**config.mk**
```make
export PLATFORM = sky130hd
export DESIGN_NAME = pc_ctrl_flat
export DESIGN_NICKNAME = d
export VERILOG_FILES = /design/src/rtl/picomips_pkg.sv /design/src/rtl/pc_ctrl_if.sv /design/src/rtl/pc_ctrl_btn_sync.sv /design/src/rtl/pc_ctrl.sv /design/src/flat_wrapper.sv
export SDC_FILE = /design/constraint.sdc
export NUM_CORES = 1
export LEC_CHECK = 0
export CAP_MARGIN = 5
export CORE_MARGIN = 2
export CORE_UTILIZATION = 40
export DETAILED_ROUTE_END_ITERATION = 6
export MAX_ROUTING_LAYER = met4
export PLACE_DENSITY = 0.8
export SYNTH_ARGS = -nofsm -noshare
export SYNTH_HDL_FRONTEND = slang
export SYNTH_SLANG_ARGS = --single-unit
```
**constraint.sdc**
```tcl
create_clock -name clk -period 2.4 [get_ports clk]
set_input_delay 0.24 -clock clk [delete_from_list [all_inputs] [get_ports clk]]
set_output_delay 0.24 -clock clk [all_outputs]
set_load 0.01 [all_outputs]
```
**src/rtl/picomips_pkg.sv**
```systemverilog
// Shared types for the picoMIPS control path: opcode encoding, pc_ctrl states
// and the default program-counter width.
package picomips_pkg;

  localparam int PSIZE_DEFAULT = 6;

  typedef enum logic [2:0] {
    OP_NOP  = 3'b000,
    OP_ADD  = 3'b001,
    OP_ADDI = 3'b010,
    OP_MULI = 3'b011,
    OP_BEQ  = 3'b100,
    OP_BNE  = 3'b101,
    OP_JMP  = 3'b110,
    OP_WAIT = 3'b111
  } op_t;

  typedef enum logic [1:0] {
    ST_RUN          = 2'd0,
    ST_MUL          = 2'd1,
    ST_WAIT_PRESS   = 2'd2,
    ST_WAIT_RELEASE = 2'd3
  } pc_state_t;

endpackage

```
**src/rtl/pc_ctrl_if.sv**
```systemverilog
// Bundle between the instruction/ALU side and the next-address controller.
interface pc_ctrl_if
  import picomips_pkg::*;
#(
  parameter int Psize = PSIZE_DEFAULT
);
  // No handshake: every field is meaningful every cycle, and the controller's
  // outputs are a same-cycle combinational response to the inputs presented.
  logic [2:0]       opcode;
  logic [Psize-1:0] imm;
  logic             zflag;
  logic [Psize-1:0] PCout;
  logic             PCincr;
  logic [Psize-1:0] Branchaddr;
  logic             reg_we;
  logic             mul_start;
  logic             stall;

  modport master (
    output opcode, imm, zflag, PCout,
    input  PCincr, Branchaddr, reg_we, mul_start, stall
  );

  modport slave (
    input  opcode, imm, zflag, PCout,
    output PCincr, Branchaddr, reg_we, mul_start, stall
  );
endinterface

```
**src/rtl/pc_ctrl_btn_sync.sv**
```systemverilog
// Two-flop synchroniser for the asynchronous push-button input.
module btn_sync (
  input  logic clk,
  input  logic reset,
  input  logic d,
  output logic q
);
  logic s1;
  logic s2;

  always_ff @(posedge clk) begin
    if (!reset) begin
      s1 <= 1'b0;
      s2 <= 1'b0;
    end else begin
      s1 <= d;
      s2 <= s1;
    end
  end

  assign q = s2;
endmodule

```
**src/rtl/pc_ctrl.sv**
```systemverilog
// Next-address controller for the picoMIPS program counter.
// Build option PICO_WAIT_EN adds the button-wait instruction (opcode 111).
module pc_ctrl
  import picomips_pkg::*;
#(
  parameter int Psize  = PSIZE_DEFAULT,
  parameter int MulLat = 4
) (
  input  logic      clk,
  input  logic      reset,
  input  logic      btn,
  pc_ctrl_if.slave  bus,
  output pc_state_t state
);
  localparam int CW = $clog2(MulLat);

  op_t              op;
  logic [CW-1:0]    cnt;
  logic             pc_incr;
  logic [Psize-1:0] baddr;
  logic             we;
  logic             mstart;
  logic             stl;

  assign op = op_t'(bus.opcode);

`ifdef PICO_WAIT_EN
  logic btn_s;
  btn_sync u_btn_sync (
    .clk   (clk),
    .reset (reset),
    .d     (btn),
    .q     (btn_s)
  );
`else
  logic unused_btn;
  assign unused_btn = btn;
`endif

  // Holding the PC means loading the counter with its own value.
  always_comb begin
    pc_incr = 1'b0;
    baddr   = '0;
    we      = 1'b0;
    mstart  = 1'b0;
    stl     = 1'b0;
    if (reset) begin
      case (state)
        ST_RUN: begin
          case (op)
            OP_ADD, OP_ADDI: begin
              pc_incr = 1'b1;
              we      = 1'b1;
            end
            OP_BEQ: begin
              if (bus.zflag) baddr   = bus.PCout + bus.imm;
              else           pc_incr = 1'b1;
            end
            OP_BNE: begin
              if (!bus.zflag) baddr   = bus.PCout + bus.imm;
              else            pc_incr = 1'b1;
            end
            OP_JMP: baddr = bus.imm;
            OP_MULI: begin
              baddr  = bus.PCout;
              mstart = 1'b1;
              stl    = 1'b1;
            end
`ifdef PICO_WAIT_EN
            OP_WAIT: begin
              baddr = bus.PCout;
              stl   = 1'b1;
            end
`endif
            default: pc_incr = 1'b1;
          endcase
        end
        ST_MUL: begin
          if (cnt != '0) begin
            baddr = bus.PCout;
            stl   = 1'b1;
          end else begin
            pc_incr = 1'b1;
            we      = 1'b1;
          end
        end
`ifdef PICO_WAIT_EN
        ST_WAIT_PRESS: begin
          baddr = bus.PCout;
          stl   = 1'b1;
        end
        ST_WAIT_RELEASE: begin
          if (btn_s) begin
            baddr = bus.PCout;
            stl   = 1'b1;
          end else begin
            pc_incr = 1'b1;
          end
        end
`endif
        default: ;
      endcase
    end
  end

  always_ff @(posedge clk) begin
    if (!reset) begin
      state <= ST_RUN;
      cnt   <= '0;
    end else begin
      case (state)
        ST_RUN: begin
          if (op == OP_MULI) begin
            cnt   <= CW'(MulLat - 2);
            state <= ST_MUL;
          end
`ifdef PICO_WAIT_EN
          else if (op == OP_WAIT) begin
            state <= ST_WAIT_PRESS;
          end
`endif
        end
        ST_MUL: begin
          if (cnt != '0) cnt   <= cnt - CW'(1);
          else           state <= ST_RUN;
        end
`ifdef PICO_WAIT_EN
        ST_WAIT_PRESS:   if (btn_s)  state <= ST_WAIT_RELEASE;
        ST_WAIT_RELEASE: if (!btn_s) state <= ST_RUN;
`endif
        default: state <= ST_RUN;
      endcase
    end
  end

  assign bus.PCincr     = pc_incr;
  assign bus.Branchaddr = baddr;
  assign bus.reg_we     = we;
  assign bus.mul_start  = mstart;
  assign bus.stall      = stl;
endmodule

```
**src/flat_wrapper.sv**
```systemverilog
// flat-port wrapper written by rule: the top's interface ports become plain ports
module pc_ctrl_flat import picomips_pkg::*;
#(
  parameter int Psize  = PSIZE_DEFAULT,
  parameter int MulLat = 4
)
  (clk, reset, btn, state, bus_opcode, bus_imm, bus_zflag, bus_PCout, bus_PCincr, bus_Branchaddr, bus_reg_we, bus_mul_start, bus_stall);
  pc_ctrl_if #(.Psize(Psize)) bus_i ();
  input  logic clk;
  input  logic reset;
  input  logic btn;
  output pc_state_t state;
  input wire logic [$bits(bus_i.opcode)-1:0] bus_opcode;
  input wire logic [$bits(bus_i.imm)-1:0] bus_imm;
  input wire logic [$bits(bus_i.zflag)-1:0] bus_zflag;
  input wire logic [$bits(bus_i.PCout)-1:0] bus_PCout;
  output wire logic [$bits(bus_i.PCincr)-1:0] bus_PCincr;
  output wire logic [$bits(bus_i.Branchaddr)-1:0] bus_Branchaddr;
  output wire logic [$bits(bus_i.reg_we)-1:0] bus_reg_we;
  output wire logic [$bits(bus_i.mul_start)-1:0] bus_mul_start;
  output wire logic [$bits(bus_i.stall)-1:0] bus_stall;
  assign bus_i.opcode = bus_opcode;
  assign bus_i.imm = bus_imm;
  assign bus_i.zflag = bus_zflag;
  assign bus_i.PCout = bus_PCout;
  assign bus_PCincr = bus_i.PCincr;
  assign bus_Branchaddr = bus_i.Branchaddr;
  assign bus_reg_we = bus_i.reg_we;
  assign bus_mul_start = bus_i.mul_start;
  assign bus_stall = bus_i.stall;
  pc_ctrl #(.Psize(Psize), .MulLat(MulLat)) u_core (.clk(clk), .reset(reset), .btn(btn), .bus(bus_i), .state(state));
endmodule
```
==> results.toml <==
[outcome]
outcome = "completed"

[yosys]
synth_compound_gate_area_share_pct = 29.2
synth_top_cell_area_share_pct = 10.4
synth_common_cells = "nor2_1 (9), and2_1 (7), ha_1 (6), nand2_1 (6)"
synth_nets = 126
synth_most_common_cell = "nor2_1"
yosysTopAreaCell = "ha_1"
synth.area.top_cells = "ha_1 (10%), dfxtp_1 (8.3%), and2_1 (6.1%)"
syn-instance-count = 100
synthFlopType = "dfxtp_1"
yosysWarnings = 0
synth-xor-area-share_pct = 4.84
synth_area_sq_um = 723
avgSynthCellArea_sq_um = 7.23
synth.distinct_cells = 43
synthSimpleGateAreaFrac_pct = 37.0
synth_seq_cells = 3
yosysSeqAreaShare_pct = 8.30
synth_top_family_by_area = "simple AND/OR/NAND/NOR gates"
yosys-mux-area-fraction_pct = 1.56
async_flop_share_pct = 0
synth_edf_count = 0
synthAdderAreaFrac_pct = 13.1

[power_and_ir_drop]
irDropWorstVdd_mv = 0.205
total_power_uw = 339
powerDensity_nw_per_um2 = 273
p_leak_uw = 0.000581

[final_layout]
diodes = 0
finalNetCount = 175
syn2layout_area_growth_pct = 71.6
fillers = 135
layout-drive-gt1-share_pct = 25.7
stdcell_area_sq_um = 1240

[timing]
period_minus_slack_ns = 2.33
fmax_ghz = 0.428
skew_ns = 0.00495
timing.final.crit_share_pct = 97.3
setup_ws_ns = 0.0659
finalSetupViolations = 0
rsz0062_at_grt = "no"
slew_viol_final = 0
finalHoldViolCount = 0

[setup_path]
crit_fanout = 2
crit_family = "simple AND/OR/NAND/NOR gates"
r2r_slack_ns = 0.89
path_class = "primary input to output port"
slowest_delay_ns = 0.50
cp.buffers_inverters = 2
cp-start-kind = "primary input"
worst_setup_path_end_kind = "output port"
crit_arrival_ns = 2.09
crit_slowest_cell = "or4b_1"
crit_top_cell = "or4b_1"
cp_cell_sequence = "clkdlybuf4s50_1, nand2b_4, or4b_1, or4b_1, nand3_1, buf_2"
critical_path_required_ns = 2.16

[die]
die_h_um = 46.5
core_area_sq_um = 1710
start_util_pct = 42.3
die_area_sq_um = 2160
io_pins = 31
die_x_um = 46.5
rows = 15

[routing]
wl_um = 2310
initialDrtViolationCount = 5
routedWlPerCell_um = 13.4
viasPerCell = 5.51
drtPass1Iterations = 4
drc = 0
vias = 954
drtAntennaViolNets = 0

[global_routing]
antenna_found_initial = 0
grt_pass1_vias = 894
grt_usage_pct = 24.8
gr-total-overflow = 0
grt_max_degree = 15
grt_pass1_wl_um = 3680

[clock_network]
cts_buffers = 3
cts_max_level = 1
clk_pin_slew_worst_paths_ns = 0.03
root_buffer = "clkbuf_4"
cts_tree = "yes"
clk_latency_ns = 0.23
clock_path_buffers = 2
post-cts-setup-buffers = 0
clock_sinks = 3
ctsHoldBuffers = 0

[placement]
dpl_cell_area_sq_um = 1160
dp.final_hpwl_um = 1870
post-place-ws_ns = -0.390
place.gp.congestion = 0.936
port_buffers = 28

[flow_run]
maxCapViolCount = 0

[min_path]
min_path_type = "flop to flop"
==> cells in the final DEF, fill, tap and decap left out, drive strengths merged, types with 2 or more instances in the layout <==
cell type,count
a211oi,2
a21boi,2
a21o,3
a21oi,5
a22o,2
and2,7
and3,2
buf,22
clkbuf,4
clkdlybuf4s50,15
dfxtp,3
dlygate4sd2,7
dlymetal6s2s,3
ha,6
inv,5
nand2,6
nand2b,2
nand3,4
nand3b,2
nand4b,2
nor2,9
nor2b,3
o211ai,2
o21a,2
o21ai,6
or4b,2
xnor2,3
==> registers in the layout, indices dropped and copies added, names as in the netlist <==
name,count
u_core.cnt,2
u_core.state,1
==> metrics by stage <==
step	setup TNS (ns)	util [%]	std cells	hold slack (ns)
after global routing	0	72.7	173	0.569
after CTS	-0.0850	72.2	173	0.559
final	0	72.7	173	0.549
after floorplan	0	-	100	0.514
after global placement	-1.59	68.2	169	0.524
after detailed placement	-1.82	68.2	169	0.554
==> power breakdown <==
group | internal, uW | switching (uW) | total, uW
Clock | 62.4 | 26.7 | 89.1
Combinational | 109 | 87.6 | 196
Sequential | 51.8 | 1.57 | 53.4
==> repair_timing <==
item | in CTS | in global routing
pin swaps | 1 | 3
gates cloned | 0 | 0
gates resized for setup | 24 | 7
setup endpoints to repair | 7 | 5
hold endpoints to repair | 0 | 0
==> routing by layer <==
metal  track usage (%)  part of all wire (%)  wire length [um]
met1              27.0                    43               989
met2              44.7                    54              1240
met3              2.75                   3.1                71
met4              10.3                  0.61                14
met5                 -                     0                 0
==> tightest hold or removal path: stages (launching register included) <==
cell and delay, ns:
dfxtp_1 0.30, o21ai_1 0.12, a21boi_1 0.07
==> cell type report <==
cell class	instances	area, sq um	area share [%]
clock buffers	4	26.3	2.12
inverters	5	18.8	1.51
multi-input cells	88	682	54.9
flip-flops and latches	3	60.1	4.84
well taps	25	31.3	2.52
repair buffers	48	423	34.1
==> logic make-up (layout without fill, tap and decap cells) <==
group	Yosys count	after routing
and+or+nand+nor	45	45
adders and majority gates	7	7
AOI/OAI and AO/OA	30	30
other	1	1
DFF	3	3
xor gates and xnor gates	4	4
buffers and inverters	9	57
muxes	1	1
==> final timing paths <==
check / from / endpoint / depth (start not counted)
setup / recovery: bus_opcode[1] / bus_Branchaddr[5] / 6
hold / removal: u_core.cnt[1] / u_core.cnt[1] / 2
setup reg to reg: u_core.cnt[0] / u_core.cnt[0] / 7
hold reg to reg: u_core.cnt[1] / u_core.cnt[1] / 2
Note: power is estimated with default switching activity, not from simulation.
